File: config.mk
export PLATFORM = sky130hd
export DESIGN_NAME = twiddle_seq_stage_4
export DESIGN_NICKNAME = d
export VERILOG_FILES = /design/src/rtl/fft_pkg.sv /design/src/rtl/rom_stage_4.sv /design/src/rtl/twiddle_seq_stage_4.sv
export SDC_FILE = /design/constraint.sdc
export NUM_CORES = 1
export LEC_CHECK = 0
export ABC_AREA = 0
export CAP_MARGIN = 20
export CORE_MARGIN = 5
export CORE_UTILIZATION = 40
export DETAILED_ROUTE_END_ITERATION = 8
export PLACE_DENSITY = 0.76
export SLEW_MARGIN = 20
export SYNTH_ARGS = -nofsm -noshare
export SYNTH_HDL_FRONTEND = slang
export SYNTH_SLANG_ARGS = --single-unit
File: constraint.sdc
create_clock -name i_clk -period 3 [get_ports i_clk]
set_clock_uncertainty 0.15 [all_clocks]
set_input_delay 0.45 -clock i_clk [delete_from_list [all_inputs] [get_ports i_clk]]
set_output_delay 0.45 -clock i_clk [all_outputs]
set_load 0.01 [all_outputs]
File: src/rtl/fft_pkg.sv
// Shared types and constants for the 16-point radix-2 DIF CORDIC FFT.
// Holds frame geometry, the stage-4 angle ROM shape and the sequencer holding-register layout.
package fft_pkg;

    localparam int DATA_W    = 32;
    localparam int FRAME_LEN = 16;
    localparam int IDX_W     = $clog2(FRAME_LEN);
    localparam int ROM_DEPTH = FRAME_LEN / 2;
    localparam int ROM_AW    = $clog2(ROM_DEPTH);

    typedef struct packed {
        logic [DATA_W-1:0] re;
        logic [DATA_W-1:0] im;
    } cplx_t;

    typedef struct packed {
        logic              valid;
        cplx_t             smp;
        logic [IDX_W-1:0]  idx;
        logic [ROM_AW-1:0] addr;
        logic              rot;
        logic              last;
    } hold_t;

    // Lower half of the frame needs no rotation and shares entry 0 (angle 0).
    function automatic logic [ROM_AW-1:0] angle_addr(input logic [IDX_W-1:0] idx);
        return idx[IDX_W-1] ? idx[ROM_AW-1:0] : '0;
    endfunction

endpackage

File: src/rtl/rom_stage_4.sv
// Stage-4 angle ROM: entry k holds -k*pi/8 in Q16.16, one-cycle registered read.
// No handshake; the reader re-presents the address to hold the output stable.
module rom_stage_4
    import fft_pkg::*;
(
    input  logic              i_clk,
    input  logic [ROM_AW-1:0] i_addr,
    output logic [DATA_W-1:0] o_data
);

    logic [DATA_W-1:0] rd_val;

    always_comb begin
        rd_val = '0;
        case (i_addr)
            3'd0: rd_val = 32'h0000_0000;
            3'd1: rd_val = 32'hFFFF_9B78;
            3'd2: rd_val = 32'hFFFF_36F0;
            3'd3: rd_val = 32'hFFFE_D268;
            3'd4: rd_val = 32'hFFFE_6DE0;
            3'd5: rd_val = 32'hFFFE_0958;
            3'd6: rd_val = 32'hFFFD_A4D0;
            3'd7: rd_val = 32'hFFFD_4049;
            default: rd_val = '0;
        endcase
    end

    always_ff @(posedge i_clk) begin
        o_data <= rd_val;
    end

endmodule

File: src/rtl/twiddle_seq_stage_4.sv
// Stage-4 twiddle sequencer: pairs each sample with its ROM angle, 1-cycle latency.
// Single holding register; o_ready = !held || i_ready, ROM re-reads the held address during stalls.
module twiddle_seq_stage_4
    import fft_pkg::*;
(
    input  logic              i_clk,
    input  logic              i_rst_n,
    input  logic              i_valid,
    output logic              o_ready,
    input  logic [DATA_W-1:0] i_re,
    input  logic [DATA_W-1:0] i_im,
    input  logic              i_last,
    output logic              o_valid,
    input  logic              i_ready,
    output logic [DATA_W-1:0] o_re,
    output logic [DATA_W-1:0] o_im,
    output logic [DATA_W-1:0] o_angle,
    output logic              o_rot,
    output logic [IDX_W-1:0]  o_idx,
    output logic              o_last,
    output logic              o_sync_err
);

    logic [IDX_W-1:0]  cnt;
    hold_t             h;
    logic              in_acc;
    logic              cnt_is_end;
    logic              sync_err_q;
    logic [ROM_AW-1:0] rom_addr;

    assign o_ready    = !h.valid || i_ready;
    assign in_acc     = i_valid && o_ready;
    assign cnt_is_end = (cnt == IDX_W'(FRAME_LEN - 1));

    // The ROM is addressed with whatever H will hold after this edge, so its
    // registered output lines up with H; reset parks it on entry 0.
    always_comb begin
        rom_addr = h.addr;
        if (!i_rst_n) begin
            rom_addr = '0;
        end else if (in_acc) begin
            rom_addr = angle_addr(cnt);
        end
    end

    always_ff @(posedge i_clk) begin
        if (!i_rst_n) begin
            cnt        <= '0;
            h          <= '0;
            sync_err_q <= 1'b0;
        end else begin
            sync_err_q <= in_acc && (i_last != cnt_is_end);
            if (in_acc) begin
                h.valid  <= 1'b1;
                h.smp.re <= i_re;
                h.smp.im <= i_im;
                h.idx    <= cnt;
                h.addr   <= angle_addr(cnt);
                h.rot    <= cnt[IDX_W-1];
                h.last   <= cnt_is_end;
                // An early i_last restarts the frame; a missing one just wraps.
                cnt      <= (i_last && !cnt_is_end) ? '0 : cnt + IDX_W'(1);
            end else if (i_ready) begin
                h.valid  <= 1'b0;
            end
        end
    end

    rom_stage_4 u_rom (
        .i_clk  (i_clk),
        .i_addr (rom_addr),
        .o_data (o_angle)
    );

    assign o_valid    = h.valid;
    assign o_re       = h.smp.re;
    assign o_im       = h.smp.im;
    assign o_idx      = h.idx;
    assign o_rot      = h.rot;
    assign o_last     = h.last;
    assign o_sync_err = sync_err_q;

endmodule

======== After elaboration in Yosys (flattened, before gate mapping) ========
Memory sizes are Yosys's and may differ from the RTL's. A register that Yosys moved wholly into a read port is not among the register bits.
Index checks and enable logic that the tools add are counted.
storage, ports and cells
  logic and storage cells ................. 27
  register bits ........................... 111
  ROM bits ................................ 240
  output and inout bits ................... 105
  memories kept ........................... 1
  input port bits ......................... 69
operators by class
  eq/ne operators ......................... 2
  muxes and demuxes ....................... 6
  reductions and logical operators ........ 7
  add/subtract/negate cells ............... 1
memories
  memory            words  bits a word  read ports  clocked after Yosys merged registers in  wr ports  RTL line           text
  (name not given)  8      30           1           1                                        0         rom_stage_4.sv:15  case (i_addr)
operator list
  cell                                                           number
  3-bit two-way mux                                              3
  4-bit by 1-bit adder with 4-bit output, second input constant  1
  4-bit == test, second input constant                           1
  4-bit two-way mux                                              1
  1-bit logical AND                                              3
  1-bit zero test                                                2
  1-bit two-way mux                                              2
  2-bit nonzero test                                             1
  1-bit logical OR                                               1
  1-bit inequality test                                          1

======== Logic depth before layout (Yosys ltp) ========
  depth in word-level cells ............... 5
  mapped depth ............................ 10
  gate-level depth less buffers ........... 9

======== Modules after synthesis ========
A second synthesis with hierarchy kept.
second synthesis, totals
  cell total of the unflattened synthesis .. 483
  area, all modules ....................... 4,085.2 sq um
modules (own cells, without submodules)
  module               seq. area each (sq um)  cells an instance  area an instance (sq um)  instances
  twiddle_seq_stage_4  1,561.5                 430                3,508.4                   1
  rom_stage_4          240.2                   53                 576.8                     1

======== Least setup slack after synthesis ========
OpenSTA, ideal clock, no wires.
  path type ............................... input to register
  start ................................... input i_ready
  end ..................................... register u_rom.o_data[15]
  data required time ...................... 2,734 ps
  cell stages on the path ................. 10
  arrival time ............................ 1,967 ps
  setup time .............................. 116 ps
  slack ................................... 767 ps
  buffers on the path ..................... 1
  cell sequence ........................... nand2b_4 -> and2_4 -> buf_6 -> mux2i_1 -> and2_1 -> ha_1 -> mux2_2 -> nand2_1 -> nand2_1 -> and3_1
between the ends
  word-level cells in the longest chain between the ends .. 4
RTL lines
  what               RTL line                   text
  start, declared    twiddle_seq_stage_4.sv:14  input logic i_ready,
  1-bit logical OR   twiddle_seq_stage_4.sv:31  assign o_ready = !h.valid || i_ready;
  1-bit logical AND  twiddle_seq_stage_4.sv:32  assign in_acc = i_valid && o_ready;
  3-bit two-way mux  twiddle_seq_stage_4.sv:41  end else if (in_acc) begin
  3-bit two-way mux  twiddle_seq_stage_4.sv:39  if (!i_rst_n) begin
  end, declared      rom_stage_4.sv:8           output logic [DATA_W-1:0] o_data
Every way passes these cells.
A chain may end at the register's enable or synchronous reset.

======== Worst setup path after layout ========
Same ends and word-level chain as after synthesis.

==> metrics.yaml <==
status: "complete, no violations"
routed_via_density: 4.44
beginning_of_the_worst_hold_path: "o_im[19]$_SDFFE_PN0N_"
hold_class: "register to register"
p_leak_nw: 2.09
die_area_um2: 12400
critical_path.endpoint_type: "register"
cts_setup_buffers: 0
dr_total_vias: 3074
io_pins: 174
worstPathRequired_ns: 3.09
fmax_mhz: 438
critical-path-slowest-cell: "clkdlybuf4s50_1"
cp.buffers_inverters: 1
timing.critical_path.cells: "clkdlybuf4s50_1, nand2b_4, and2_4, a31oi_1, nand2b_1, ha_1, mux2_2, nand2_1, nand2_1, and3_1"
die_width_um: 111
grt_setup_unrepaired: "no"
starting_density_of_the_core: 0.404
critical_path_s_largest_stage_delay_ns: 0.47
track_usage: 0.149
post_synth_instance_area_um2: 4090
period_minus_slack_ns: 2.28
post_synth_inst_count: 475
count_of_input_and_output_buffers: 171
timing.final.max_slew_violations: 0
total_number_of_yosys_warnings: 0
gp_congestion: 0.770
antenna_cells: 0
vdd.ir_drop.worst_mv: 0.255
syn_to_final_growth_pct: 34.1
clk-insertion-delay-late_ns: 0.35
timing.critical_path.mode_cell: "nand2_1"
grt_start_max_net_pins: 38
cts.reportedPaths.clkPinSlew_ns: 0.09
cap_violations: 0
post_synthesis_area_per_instance_um2: 8.62
ctsHoldBuffers: 0
cts_repair_resize_count: 0
cp_top_family: "simple AND/OR/NAND/NOR gates"
crit_type: "input pin to register"
critical_path_peak_fanout: 7
cts-root-to-sink-buffers: 2
routedWlPerCell_um: 13.3
drt-total-wl_um: 9190
cts_root_buffer: "clkbuf_8"
crit_startpoint: "i_ready"
setup-tns-final_ns: 0
tritoncts: "built"
fp-row-count: 37
finalCritPeriodShare: 0.762
die_height_um: 111
drt_first_iter_violations: 125
final-setup-viol-count: 0
hold_viol: 0
htree_num_levels: 3
finish.net_count: 628
final_layout_size_suffix_gt1_frac: 0.0610
synth_seq_area_share: 0.440
total_power_mw: 2.53
power.density_cell_area_nw_per_um2: 461
first_global_vias: 3150
synthesis_stage_register_bit_count: 90
crit-reg2reg-launch: "cnt[0]$_SDFFE_PN0N_"
placeableCoreArea_um2: 10100
clock_sink_count: 90
cts_buf_count: 9
antenna_found_initial: 0
place.detailed.hpwl_um: 6830
arrival_ns: 2.38
netlist-cell-type-count: 32
crit_path_start_kind: "input pin"
grt_first_pass_wirelength_um: 15300
gr-total-overflow: 0
firstDrtPassIters: 4
detail-route-antenna-nets: 0
drc_errors: 0
## cell usage after synthesis (all sizes together)
cell | instances | area, um2
nand2b | 2 | 20.0
a41oi | 1 | 27.5
nor2b | 4 | 25.0
nor2 | 1 | 3.75
a31oi | 2 | 12.5
or4 | 1 | 7.51
or2 | 1 | 6.26
nor4b | 1 | 8.76
o21ai | 2 | 10.0
inv | 6 | 22.5
mux2i | 6 | 60.1
nand2 | 146 | 548
a21oi | 2 | 10.0
mux2 | 3 | 41.3
clkbuf | 22 | 82.6
dfxtp | 90 | 1800
buf | 93 | 688
or4b | 1 | 10.0
nand3b | 1 | 7.51
ha | 7 | 87.6
and3 | 1 | 6.26
and2 | 3 | 21.3
conb | 1 | 3.75
nand3 | 2 | 10.0
nor3b | 2 | 15.0
a21boi | 74 | 556
## metal layers
layer	GRT usage	share of wire
met1	0.176	0.44
met2	0.250	0.47
met3	0.0513	0.072
met4	0.0543	0.017
met5	0	0
## kinds of logic after synthesis
kind of cell | synth area share
buf+inv | 0.194
flops | 0.440
compound gates | 0.150
mux | 0.0248
fa+ha+maj | 0.0214
simple gates | 0.168
other cells | 0.000916
## power by group
part | internal (mW) | leakage (nW) | switching (mW) | total [mW]
registers | 1.25 | 0.737 | 0.0291 | 1.28
logic | 0.213 | 1.25 | 0.149 | 0.362
clock network | 0.471 | 0.103 | 0.423 | 0.894
total | 1.93 | 2.09 | 0.601 | 2.53
## worst register-to-register path, cell delays in order (launching register included)
cell	delay [ns]
dfxtp_1	0.50
ha_1	0.26
nand3_1	0.11
ha_1	0.28
or4b_2	0.64
a21boi_0	0.17
## state kept, by name, indices dropped and copies added, names as in the netlist
| signal | cells |
|---|---|
| o_last | 1 |
| u_rom.o_data | 12 |
| o_idx | 4 |
| o_re | 32 |
| o_valid | 1 |
| h | 3 |
| o_sync_err | 1 |
| o_im | 32 |
| cnt | 4 |
## layout make-up
class	instances	area, um2
Tap cell	136	170
Clock inverter	6	88.8
Fill cell	896	4650
Clock buffer	10	128
Multi-Input combinational cell	265	1500
Timing Repair Buffer	180	1770
Sequential cell	90	1800
Inverter	6	22.5
## through the flow
stage          instance area (um2)   util  cells  hold slack (ns)  setup slack (ns)
2_1_floorplan                 4100      -    476            0.294             0.767
3_3_place_gp                  5270  0.520    677            0.301             0.382
3_5_place_dp                  5270  0.520    677            0.305             0.373
4_1_cts                       5490  0.541    693            0.318             0.732
5_1_grt                       5490  0.541    693            0.336             0.607
6_report                      5490  0.541    693            0.314             0.715
## path summary, 6_finish.rpt
| kind | end | slack [ns] | cells past startpoint |
|---|---|---|---|
| worst min-delay path | o_im[19]$_SDFFE_PN0N_ | 0.31 | 2 |
| worst min register to register | o_im[19]$_SDFFE_PN0N_ | 0.31 | 2 |
| worst max-delay path | u_rom.o_data[15]$_DFF_P_ | 0.72 | 10 |
| worst max register to register | cnt[2]$_SDFFE_PN0N_ | 0.83 | 5 |
## cells in the final DEF (no fill, tap or decap), types with 2 or more instances in the layout
cell and n:
a31oi_1 2, o21ai_0 2, inv_1 6, nand3_1 2
and2_1 2, nand2_1 145, mux2i_1 6, buf_4 9
conb_1 2, a21boi_0 74, clkbuf_8 9, dfxtp_1 90
nor3b_1 2, mux2_4 2, ha_1 7, nor2b_1 4
bufinv_16 2, a21oi_1 2, clkinvlp_4 2, clkdlybuf4s50_1 170
Power figures use the tool's default switching activity.
